==> src/rtl/fetch_unit.sv <==
// ============================================================================
// Module      : fetch_unit
// Description : Single-entry instruction fetch stage with redirect and stall.
// Revision    : 1.0
// ============================================================================
`default_nettype none

module fetch_unit #(
    parameter logic [31:0] RESET_PC = 32'h0000_0000
) (
    input  logic        clk,
    input  logic        rst_n,
    output logic [31:0] pc_addr,
    input  logic [31:0] instr_in,
    input  logic        redirect_valid,
    input  logic [31:0] redirect_target,
    output logic        out_valid,
    input  logic        out_ready,
    output logic [31:0] out_instr,
    output logic [31:0] out_pc,
    output logic [31:0] out_pc_plus4,
    output logic        misalign_err,
    output logic [31:0] fetch_count
);

    typedef enum logic [1:0] {
        BOOT = 2'd0,
        RUN  = 2'd1,
        HALT = 2'd2
    } state_t;

    state_t      state_q, state_d;
    logic [31:0] pc_q, pc_d;
    logic        out_valid_q, out_valid_d;
    logic [31:0] out_instr_q, out_instr_d;
    logic [31:0] out_pc_q, out_pc_d;
    logic [31:0] out_pc_plus4_q, out_pc_plus4_d;
    logic        misalign_err_q, misalign_err_d;
    logic [31:0] fetch_count_q, fetch_count_d;

    always_comb begin
        state_d        = state_q;
        pc_d           = pc_q;
        out_valid_d    = out_valid_q;
        out_instr_d    = out_instr_q;
        out_pc_d       = out_pc_q;
        out_pc_plus4_d = out_pc_plus4_q;
        misalign_err_d = misalign_err_q;
        fetch_count_d  = fetch_count_q;

        // A handshake counts even when a redirect flushes the slot this cycle.
        if (out_valid_q && out_ready) begin
            fetch_count_d = fetch_count_q + 32'd1;
        end

        if (state_q == BOOT) begin
            state_d = RUN;
        end else if (redirect_valid) begin
            out_valid_d = 1'b0;
            if (redirect_target[1:0] == 2'b00) begin
                pc_d    = redirect_target;
                state_d = RUN;
            end else begin
                misalign_err_d = 1'b1;
                state_d        = HALT;
            end
        end else if (state_q == RUN && (!out_valid_q || out_ready)) begin
            out_instr_d    = instr_in;
            out_pc_d       = pc_q;
            out_pc_plus4_d = pc_q + 32'd4;
            out_valid_d    = 1'b1;
            pc_d           = pc_q + 32'd4;
        end
    end

    always_ff @(posedge clk or negedge rst_n) begin
        if (!rst_n) begin
            state_q        <= BOOT;
            pc_q           <= RESET_PC;
            out_valid_q    <= 1'b0;
            out_instr_q    <= 32'd0;
            out_pc_q       <= 32'd0;
            out_pc_plus4_q <= 32'd0;
            misalign_err_q <= 1'b0;
            fetch_count_q  <= 32'd0;
        end else begin
            state_q        <= state_d;
            pc_q           <= pc_d;
            out_valid_q    <= out_valid_d;
            out_instr_q    <= out_instr_d;
            out_pc_q       <= out_pc_d;
            out_pc_plus4_q <= out_pc_plus4_d;
            misalign_err_q <= misalign_err_d;
            fetch_count_q  <= fetch_count_d;
        end
    end

    assign pc_addr      = pc_q;
    assign out_valid    = out_valid_q;
    assign out_instr    = out_instr_q;
    assign out_pc       = out_pc_q;
    assign out_pc_plus4 = out_pc_plus4_q;
    assign misalign_err = misalign_err_q;
    assign fetch_count  = fetch_count_q;

endmodule

`default_nettype wire
==> config.mk <==
export PLATFORM = sky130hd
export DESIGN_NAME = fetch_unit
export DESIGN_NICKNAME = d
export VERILOG_FILES = /design/src/rtl/fetch_unit.sv
export SDC_FILE = /design/constraint.sdc
export NUM_CORES = 1
export LEC_CHECK = 0
export ABC_AREA = 1
export BUFFER_PORTS_ARGS = -buffer_cell sky130_fd_sc_hd__buf_4
export CAP_MARGIN = 0
export CORE_ASPECT_RATIO = 1.75
export CORE_MARGIN = 8
export CORE_UTILIZATION = 45
export CTS_BUF_LIST = sky130_fd_sc_hd__clkbuf_4 sky130_fd_sc_hd__clkbuf_8
export CTS_CLUSTER_DIAMETER = 60
export DETAILED_ROUTE_END_ITERATION = 8
export PLACE_DENSITY = 0.82
export RECOVER_POWER = 100
export SLEW_MARGIN = 20
export SYNTH_ARGS = -nofsm -noshare
export SYNTH_HDL_FRONTEND = slang
export SYNTH_SLANG_ARGS = --single-unit
==> constraint.sdc <==
create_clock -name clk -period 4.8 [get_ports clk]
set_clock_uncertainty 0.1 [all_clocks]
set_input_delay 0.48 -clock clk [delete_from_list [all_inputs] [get_ports clk]]
set_output_delay 0.48 -clock clk [all_outputs]
set_load 0.01 [all_outputs]
==> results of run 1 <==
==> power by group <==
part,leakage [nW],switching (mW),internal [mW],total (mW)
Combinational,2.41,1.11,0.536,1.64
Sequential,2.04,0.389,1.83,2.22
Clock,0.209,0.520,0.557,1.08
==> worst register-to-register path, stage by stage, from the launching register on <==
cell and delay, ns:
dfrtp_1 0.40, inv_1 0.07, nand2_1 0.10, nand2_1 0.09
nand2_1 0.06, nand2_1 0.90, inv_1 0.70, o21ai_0 0.28
o22ai_1 0.11
==> layout by cell type (no fill, tap or decap), types with 3 or more instances in the layout <==
master / Yosys / routed
a21oi_1: 14 / 14
buf_4: 3 / 68
bufinv_16: 0 / 3
clkbuf_1: 5 / 162
clkbuf_4: 0 / 3
clkbuf_8: 0 / 19
clkinv_4: 0 / 3
clkinvlp_4: 0 / 3
dfrtp_1: 162 / 162
inv_1: 69 / 70
nand2_1: 462 / 469
nand3_1: 45 / 45
nand3b_1: 3 / 3
nand4_1: 5 / 5
nor2_1: 122 / 137
nor3_1: 2 / 3
o21a_1: 4 / 4
o21ai_0: 39 / 51
o22ai_1: 5 / 5
xnor2_1: 8 / 8
xor2_1: 18 / 18
==> cells by family after synthesis <==
| logic type | after synthesis |
|---|---|
| adder cells (fa/ha/maj) | 2 |
| AO/OA/AOI/OAI | 78 |
| AND/OR/NAND/NOR | 667 |
| XOR/XNOR | 26 |
| buffers and inverters | 106 |
| flip-flops | 162 |
==> flip-flops by register name, indices dropped and copies added (netlist names) <==
name	cells
out_pc_plus4	30
out_instr	32
out_pc	32
misalign_err	1
state_q	2
pc_addr	32
out_valid	1
fetch_count	32
==> path summary, 6_finish.rpt <==
path / depth (start not counted) / start / slack, ns / to
max in group clk: 8 / state_q[0]$_DFFE_PN0P_ / 1.85 / pc_addr[5]$_DFFE_PN0P_
min reg2reg: 2 / misalign_err$_DFFE_PN0P_ / 0.37 / misalign_err$_DFFE_PN0P_
max: 3 / rst_n / 1.60 / pc_addr[25]$_DFFE_PN0P_
min in group asynchronous: 2 / rst_n / 1.10 / out_pc_plus4[11]$_DFFE_PN0P_
min: 3 / instr_in[6] / 0.13 / out_instr[6]$_DFFE_PN0P_
max reg2reg: 8 / state_q[0]$_DFFE_PN0P_ / 1.85 / pc_addr[5]$_DFFE_PN0P_
==> metal layers <==
metal,global-route usage,share of wire
met3,0.03670,0.061
met2,0.4010,0.53
met1,0.2394,0.36
met5,0,0
met4,0.1420,0.055
==> metrics by stage <==
step / hold slack (ns) / std cells / worst slack [ns] / util
floorplan: 0.08441 / 1041 / 3.182 / -
global placement: 0.3532 / 1471 / 2.220 / 0.5619
detailed placement: 0.3591 / 1471 / 2.169 / 0.5619
CTS: 0.1006 / 1504 / 2.322 / 0.5872
global route: 0.1100 / 1504 / 1.062 / 0.5451
finish: 0.1265 / 1504 / 1.600 / 0.5451
==> final cells by class <==
cell class | instances | area, µm² | area share
flip-flops and latches | 162 | 4054 | 0.4280
multi-input cells | 773 | 3282 | 0.3465
repair buffers | 234 | 1146 | 0.1210
well taps | 231 | 289.0 | 0.03052
clock buffers | 21 | 276.5 | 0.02919
inverters | 72 | 271.5 | 0.02867
clock inverters | 11 | 152.6 | 0.01612
==> run_results.csv, run 1 <==
group,metric,value,unit
placement,gp_congestion,0.9202,
synthesis,yosysWarnings,0,
synthesis,synth.ff_latch_count,162,
die,rows,64,
critical_path,slowest_stage,"clkbuf_2",
clock_network,cts.path.max_buffers,2,
sta,finalSetupViolations,0,
layout,areaGrowthSynthToFinish,20.01,%
grt,grt_pass1_vias,7467,
power_and_ir_drop,ir_worst_vdd,0.0002729,V
clock_network,clk_latency,0.45,ns
flow_run,max_cap_violations,1,
sta,slew_headroom,-0.4718,
clock_network,cts_inserted_buffers,17,
sta,rsz0062_at_grt,"false",
synthesis,synth_top_area_cell,"dfrtp_1",
layout,drive_above_1_share,0.08484,
synthesis,synth_top_family_by_area,"simple AND/OR/NAND/NOR gates",
critical_path,start_kind,"primary input",
synthesis,yosys.area_share.simple,0.3462,
synthesis,ys_seq_area_frac,0.5136,
critical_path,endpoint_kind,"asynchronous set/reset pin",
clock_network,post_cts_buffers,0,
grt,grt_pass1_wl,38580,µm
sta,worst_slew_pin_slew,2.208,ns
grt,grt_max_degree,90,
placement,numPortBuffers,229,
clock_network,htree_levels,4,
die,core,17380,µm²
detailed_routing,drt_first_pass_iters,5,
synthesis,synth-xor-area-share,0.02885,
power_and_ir_drop,p_leak,4.657,nW
critical_path,critPathMostFrequentCell,"clkbuf_2",
power_and_ir_drop,total_power,4.942,mW
detailed_routing,wl_per_cell,16.38,µm
critical_path,path_class,"primary input to asynchronous set/reset pin",
synthesis,synth-edff-count,0,
layout,nFillCells,1758,
sta,hold_viol,0,
synthesis,yosys.area.top_type_share,0.5136,
layout,final_nets,1330,
detailed_routing,via_count,7437,
synthesis,muxShareOfSynthArea,0,
critical_path,critPathMaxFanout,89,
grt,antenna_found_initial,0,
critical_path,cp_cell_sequence,"dlygate4sd3_1, clkbuf_2, clkbuf_2",
synthesis,yosys.cell_types.count,33,
synthesis,synth_fa_ha_area_frac,0.003171,
critical_path,path_buf_inv,3,
detailed_routing,drc,0,
detailed_routing,ant_nets,0,
sta,period_share,0.6667,
detailed_routing,post_drt_via_cell_ratio,4.945,
status,violations,"capacitance limit, slew limit",
sta,min_period,3.200,ns
die,start_util,0.4542,
detailed_routing,drt-total-wl,24640,µm
placement,dpl_cell_area,9764,µm²
synthesis,async_flop_share,1.000,
detailed_routing,first_iter_violations,431,
clock_network,ctsResizeCount,0,
min_path,hold_path.class,"primary input to flop",
sta,fmax,312.5,MHz
clock_network,cts.clk_slew.worst_paths,0.09,ns
synthesis,yosys-top-cells-count,"nand2_1, dfrtp_1, nor2_1",
synthesis,synthCells,1041,
grt,gr-usage-all-layers,0.2253,
clock_network,cts_hold_buf,1,
critical_path,path_delay_family,"buffers and inverters",
grt,grt_overflow,0,
layout,n_antenna_cell,0,
sta,slew_violations,90,
critical_path,max_stage_delay,1.52,ns
die,die_area,22200,µm²
status,status,"finished with violations",
clock_network,numClockSinks,162,
clock_network,cts_tree,"done",
synthesis,synth_compound_area_frac,0.05216,
synthesis,syn_avg_cell_area,7.582,µm²
die,die-height,191.2,µm
sta,setup-tns-final,0,ns
power_and_ir_drop,pwr_density_cell,521.8,nW/µm²
synthesis,synthTopCellsByArea,"dfrtp_1, nand2_1, nor2_1, inv_1, nand3_1",
critical_path,cp_data_arrival_time,3.56,ns
synthesis,synth_fp_nets,1111,
placement,dp.final_hpwl,18490,µm
synthesis,synth_top_flop_cell,"dfrtp_1",
critical_path,worst_ep_required_time,5.16,ns
die,io_pins,230,
synthesis,synth_most_common_cell,"nand2_1",
synthesis,netlist_area,7893,µm²
layout,design_area,9472,µm²
clock_network,root_buffer,"clkbuf_8",
die,die-width,116.1,µm
Note: power is estimated with default switching activity, not from simulation.
==> inputs of run 2 (changes only) <==
PLACE_DENSITY = 0.85   (was 0.82)
clock period = 2.8 ns   (was 4.8 ns; I/O delays follow)
==> run 2 against run 1 <==
Effect of this change:
- the run now ends clean
- total power up 73%
- worst hold slack got worse by 0.090 ns
- combinational power rose by 77%
- clock-buffer cell count shrank 2
- utilization is 2.4 points higher
- die area unchanged
- via count rose by 4.1%
- cell area increased by 4.5%
- largest power group unchanged
==> run_results.csv, run 2 (synthesized netlist as in run 1, its figures left out) <==
group,metric,value,unit
die,io_pins,230,
grt,grt_overflow,0,
critical_path,r2r-start,"out_valid$_DFFE_PN0P_",
clock_network,cts_inserted_buffers,17,
sta,holdWs,0.03643,ns
clock_network,post_cts_buffers,0,
sta,min_period,2.253,ns
detailed_routing,drc,0,
die,start_util,0.4542,
detailed_routing,drt_first_pass_iters,5,
sta,setup-tns-final,0,ns
sta,rsz0062_at_grt,"false",
critical_path,r2r_end,"fetch_count[21]$_DFFE_PN0P_",
power_and_ir_drop,p_leak,4.860,nW
layout,n_antenna_cell,0,
grt,grt_pass1_wl,40190,µm
detailed_routing,ant_nets,0,
layout,final_nets,1371,
detailed_routing,post_drt_via_cell_ratio,5.014,
power_and_ir_drop,ir_worst_vdd,0.0004920,V
critical_path,path_depth,7,
power_and_ir_drop,pwr_density_cell,862.3,nW/µm²
sta,slew_headroom,0.1632,
detailed_routing,wl_per_cell,16.82,µm
detailed_routing,first_iter_violations,448,
min_path,hold_path.class,"primary input to flop",
critical_path,startpoint,"out_valid$_DFFE_PN0P_",
status,status,"finished clean",
placement,gp_congestion,0.9094,
layout,final_cells,1544,
grt,antenna_found_initial,0,
layout,nFillCells,1740,
die,die-width,116.1,µm
sta,period_share,0.8046,
clock_network,htree_levels,4,
critical_path,endpoint_kind,"flop",
die,rows,64,
critical_path,path_buf_inv,0,
flow_run,max_cap_violations,0,
grt,grt_pass1_vias,7915,
layout,fin_util,0.5695,
detailed_routing,drt-total-wl,25970,µm
detailed_routing,via_count,7741,
grt,grt_max_degree,80,
layout,drive_above_1_share,0.08682,
clock_network,cts_tree,"done",
die,die-height,191.2,µm
sta,fmax,443.9,MHz
critical_path,slowest_stage,"nor3_1",
placement,placedCellCount,1474,
placement,numPortBuffers,229,
clock_network,root_buffer,"clkbuf_8",
sta,slew_violations,0,
critical_path,start_kind,"flop",
die,core,17380,µm²
layout,layout_common_cells,"nand2_1, dfrtp_1, clkbuf_1",
critical_path,max_stage_delay,0.77,ns
critical_path,worst_ep_required_time,3.04,ns
critical_path,r2r_setup_slack,0.55,ns
placement,dp.final_hpwl,18960,µm
clock_network,cts.path.max_buffers,2,
sta,worst_slew_pin_slew,1.255,ns
critical_path,reg2regPathDepth,7,
clock_network,numClockSinks,162,
critical_path,path_class,"flop to flop",
critical_path,cp_cell_sequence,"nand2_1, nor3_1, nand4_2, nor2_2, nand2_1, nand2_1, nand2_1",
sta,finalSetupViolations,0,
clock_network,clk_latency,0.46,ns
grt,gr-usage-all-layers,0.2365,
critical_path,critPathMostFrequentCell,"nand2_1",
die,die_area,22200,µm²
power_and_ir_drop,total_power,8.533,mW
critical_path,endpoint,"fetch_count[21]$_DFFE_PN0P_",
sta,hold_viol,0,
layout,areaGrowthSynthToFinish,25.38,%
clock_network,cts.clk_slew.worst_paths,0.08,ns
critical_path,cp_data_arrival_time,2.50,ns
critical_path,path_delay_family,"simple AND/OR/NAND/NOR gates",
critical_path,critPathMaxFanout,5,
layout,mostFrequentLayoutCell,"nand2_1",
run 2: cell types whose count changed in the layout (fill, tap and decap cells not counted), sizes merged:
cell,previous run,this run
clkinv,5,6
dlygate4sd3,1,39
buf,68,72
clkbuf,186,183
run 2: area by class of cell:
type	instances	area [µm²]	area share
clock inverters	12	158.9	0.01606
clock buffers	19	255.2	0.02579
multi-input cells	773	3306	0.3340
repair buffers	275	1562	0.1578
well taps	231	289.0	0.02921
inverters	72	271.5	0.02744
flip-flops and latches	162	4054	0.4097
run 2: stage by stage:
stage | cell area, µm² | setup slack, ns
after floorplan | 7893 | 1.182
after global placement | 9799 | 0.9599
after detailed placement | 9799 | 0.8802
after CTS | 10600 | 0.8815
after global routing | 9896 | 0.3436
final | 9896 | 0.5472
run 2: report_power, final:
part           switching, mW  internal (mW)  total, mW
Sequential             0.673           3.15       3.82
Clock                  0.886          0.915       1.80
Combinational           1.95          0.960       2.91
Total                   3.51           5.02       8.53
run 2: worst min path at each step:
stage                     depth (start not counted)                    endpoint  slack (ns)           startpoint
after CTS                                         3     pc_addr[16]$_DFFE_PN0P_       0.006  redirect_target[16]
after global placement                            1  fetch_count[6]$_DFFE_PN0P_        0.15                rst_n
after detailed placement                          1       out_pc[0]$_DFFE_PN0P_        0.15                rst_n
after floorplan                                   0  fetch_count[0]$_DFFE_PN0P_       -0.12                rst_n
final                                             3      pc_addr[7]$_DFFE_PN0P_        0.04   redirect_target[7]
after global routing                              3      pc_addr[9]$_DFFE_PN0P_        0.03   redirect_target[9]
run 2: metal layers:
metal	track usage	share of wire	vias up
li1	-	-	3730
met1	0.2430	0.36	3609
met2	0.4151	0.52	306
met3	0.04366	0.056	96
met4	0.1746	0.067	0
met5	0	0	-
run 2: repair_timing:
item | CTS | global route
endpoints found under the hold margin | 81 | 0
hold buffers | 39 | 0
endpoints found under the setup margin | 0 | 0
gates resized for setup | 0 | 0
run 2: worst min-delay path, delay by kind of cell:
kind | cells | cell delay [ns]
compound gates | 2 | 0.18
buf+inv | 1 | 0.08
==> inputs of run 3 (changes only) <==
ABC_AREA = 0   (was 1)
PLACE_DENSITY = 0.86   (was 0.85)
clock period = 1.95 ns   (was 2.8 ns; I/O delays follow)
==> run 3 against run 2 <==
Effect of this change:
- die area shrank 6.0%
- critical path depth shrank 1
- sequential share of layout area shrank 3.8 points
- final cell count fell by 13%
- setup slack worse by 0.52 ns
- sequential power is 46% higher
- flip-flop and latch count unchanged
- global-route usage is 1.2 points higher
- area after synthesis fell by 6.8%
- critical endpoint is now pc_addr[30]$_DFFE_PN0P_
- highest routed layer unchanged
==> run_results.csv, run 3 <==
group,metric,value,unit
synthesis,synth_fp_nets,865,
sta,hold_viol,0,
synthesis,yosys.area.top_type_share,0.5509,
synthesis,yosys-top-cells-count,"nand2_1, dfrtp_1, nand3_1",
synthesis,synth_top_flop_cell,"dfrtp_1",
power_and_ir_drop,combPwrFrac,0.455,
synthesis,synth-edff-count,0,
layout,fin_util,0.6738,
detailed_routing,wl_per_cell,19.54,µm
clock_network,root_buffer,"clkbuf_8",
min_path,hold_depth,3,
layout,areaGrowthSynthToFinish,48.46,%
synthesis,muxShareOfSynthArea,0.002891,
sta,holdWs,0.02897,ns
status,status,"finished clean",
power_and_ir_drop,p_leak,5.429,nW
sta,period_share,0.9844,
detailed_routing,via_count,7473,
die,die-width,112.7,µm
sta,slew_headroom,0.1990,
critical_path,cp_data_arrival_time,2.19,ns
synthesis,async_flop_share,1.000,
synthesis,ys_seq_area_frac,0.5509,
synthesis,yosys.cell_types.count,56,
clock_network,cts_tree,"done",
power_and_ir_drop,p_int,8.813,mW
detailed_routing,ant_nets,0,
grt,grt_max_degree,51,
sta,slew_violations,0,
synthesis,syn_avg_cell_area,9.256,µm²
sta,finalSetupViolations,0,
power_and_ir_drop,pwr_density_cell,1341,nW/µm²
placement,numPortBuffers,229,
layout,drive_above_1_share,0.3304,
synthesis,synth.ff_latch_count,162,
clock_network,cts_inserted_buffers,17,
clock_network,cts.path.max_buffers,2,
die,die-height,185.2,µm
placement,gp_congestion,0.8947,
detailed_routing,first_iter_violations,457,
critical_path,path_class,"flop to flop",
synthesis,synth_top_area_cell,"dfrtp_1",
min_path,hold_path.class,"primary input to flop",
synthesis,yosys.area_share.simple,0.2671,
synthesis,synthTopCellsByArea,"dfrtp_1, nand2_1, xnor2_1, nand3_1, o21ai_0",
sta,min_period,1.920,ns
power_and_ir_drop,switching_share,0.3986,
grt,grt_pass1_vias,7669,
grt,grt_pass1_wl,40720,µm
flow_run,max_cap_violations,0,
clock_network,clk_latency,0.45,ns
sta,rsz0062_at_grt,"true",
synthesis,synth-xor-area-share,0.06547,
detailed_routing,drt_first_pass_iters,5,
layout,final_cells,1345,
layout,mostFrequentLayoutCell,"buf_4",
critical_path,critPathMaxFanout,5,
clock_network,numClockSinks,162,
critical_path,worst_ep_required_time,2.22,ns
sta,fmax,521.0,MHz
die,die_area,20860,µm²
layout,multi_input_area,3184,µm²
sta,worst_slew_pin_slew,1.201,ns
detailed_routing,drt-total-wl,26280,µm
synthesis,synth_fa_ha_area_frac,0.003401,
placement,placedCellCount,1249,
critical_path,endpoint_kind,"flop",
grt,grt_overflow,0,
synthesis,synth_most_common_cell,"nand2_1",
synthesis,netlist_area,7358,µm²
detailed_routing,post_drt_via_cell_ratio,5.556,
power_and_ir_drop,seqPwrFrac,0.379,
layout,nFillCells,1197,
synthesis,synth_top_family_by_area,"simple AND/OR/NAND/NOR gates",
critical_path,start_kind,"flop",
synthesis,synthCells,795,
grt,antenna_found_initial,0,
layout,regArea,4058,µm²
critical_path,reg2regPathDepth,6,
detailed_routing,drc,0,
clock_network,htree_levels,4,
power_and_ir_drop,pwr-share-clk,0.166,
die,core,16210,µm²
layout,layout_common_cells,"buf_4, nand2_1, dfrtp_1",
layout,final_nets,1210,
power_and_ir_drop,switchingPower,5.842,mW
placement,dp.final_hpwl,18590,µm
layout,n_antenna_cell,0,
power_and_ir_drop,ir_worst_vdd,0.0009535,V
die,io_pins,230,
synthesis,synth_compound_area_frac,0.07873,
synthesis,yosysWarnings,0,
grt,gr-usage-all-layers,0.2483,
die,rows,62,
die,start_util,0.4539,
clock_network,cts.clk_slew.worst_paths,0.10,ns
==> run 3: cell count changes after synthesis, sizes merged, moves of 8 or more <==
cell | before | now
a22oi | 0 | 8
and3 | 0 | 9
buf | 29 | 18
clkbuf | 5 | 34
inv | 72 | 2
nand2 | 470 | 264
nand4 | 6 | 22
nor2 | 137 | 28
nor4 | 0 | 8
or3 | 0 | 14
xnor2 | 8 | 32
==> run 3: what timing repair did <==
item	CTS	global route
pin swaps	1	3
gates cloned	0	1
gates resized for setup	2	18
setup buffers	1	2
endpoints found under the setup margin	14	57
hold buffers	60	0
endpoints found under the hold margin	172	0
==> run 3: path summary, 6_finish.rpt <==
kind	start	to	slack, ns
setup / recovery	pc_addr[2]$_DFFE_PN0P_	pc_addr[30]$_DFFE_PN0P_	0.03
hold / removal	redirect_target[31]	pc_addr[31]$_DFFE_PN0P_	0.03
setup reg to reg	pc_addr[2]$_DFFE_PN0P_	pc_addr[30]$_DFFE_PN0P_	0.03
hold reg to reg	out_instr[3]$_DFFE_PN0P_	out_instr[3]$_DFFE_PN0P_	0.38
max in group asynchronous	rst_n	fetch_count[27]$_DFFE_PN0P_	0.26
min in group asynchronous	rst_n	out_instr[31]$_DFFE_PN0P_	0.43
==> run 3: cell type report <==
cell class / count / share of cell area
Multi-Input combinational cell: 580 / 0.2915
Tap cell: 192 / 0.02199
Clock inverter: 14 / 0.01374
Clock buffer: 18 / 0.02211
Timing Repair Buffer: 377 / 0.2785
Sequential cell: 162 / 0.3714
Inverter: 2 / 0.0006872
==> run 3: cell families (layout without fill, tap and decap cells) <==
kind of cell             Yosys count  after routing
buffers and inverters             54            411
flip-flops                       162            162
multiplexers                       2              2
AND/OR/NAND/NOR                  426            427
adder cells (fa/ha/maj)            2              2
XOR/XNOR                          55             55
AO/OA/AOI/OAI                     94             94
==> run 3: critical path, cell delays in order (launching register included) <==
cell and delay (ns):
dfrtp_2 0.47, ha_4 0.18, and4_1 0.25, and2_1 0.22, nand4_1 0.20, or3_1 0.35
nand3_1 0.08
==> run 3: layer usage <==
| layer | vias to the layer above | wire length (µm) | GRT usage |
|---|---|---|---|
| met4 | 0 | 1485 | 0.1580 |
| li1 | 3357 | - | - |
| met1 | 3630 | 8818 | 0.2508 |
| met3 | 106 | 1874 | 0.05746 |
| met5 | - | 0 | 0 |
| met2 | 380 | 14100 | 0.4504 |
==> run 3: stage by stage <==
stage	instance area, µm²	power [mW]	setup slack (ns)	TNS (ns)
2_1_floorplan	7388	8.201	-0.0008442	-0.002533
3_3_place_gp	9857	11.82	0.08316	0
3_5_place_dp	9857	12.04	-0.003392	-0.005675
4_1_cts	10860	14.58	0.03162	0
5_1_grt	10920	15.51	-0.05020	-0.1352
6_report	10920	14.65	0.03050	0
==> run 3: power groups by stage <==
stage / clock network (mW) / logic, mW / registers, mW
after floorplan: 0 / 2.04 / 6.16
after global placement: 0 / 6.31 / 5.51
after detailed placement: 0 / 6.47 / 5.57
after CTS: 2.49 / 6.58 / 5.51
after global routing: 2.64 / 7.16 / 5.70
final: 2.44 / 6.66 / 5.56
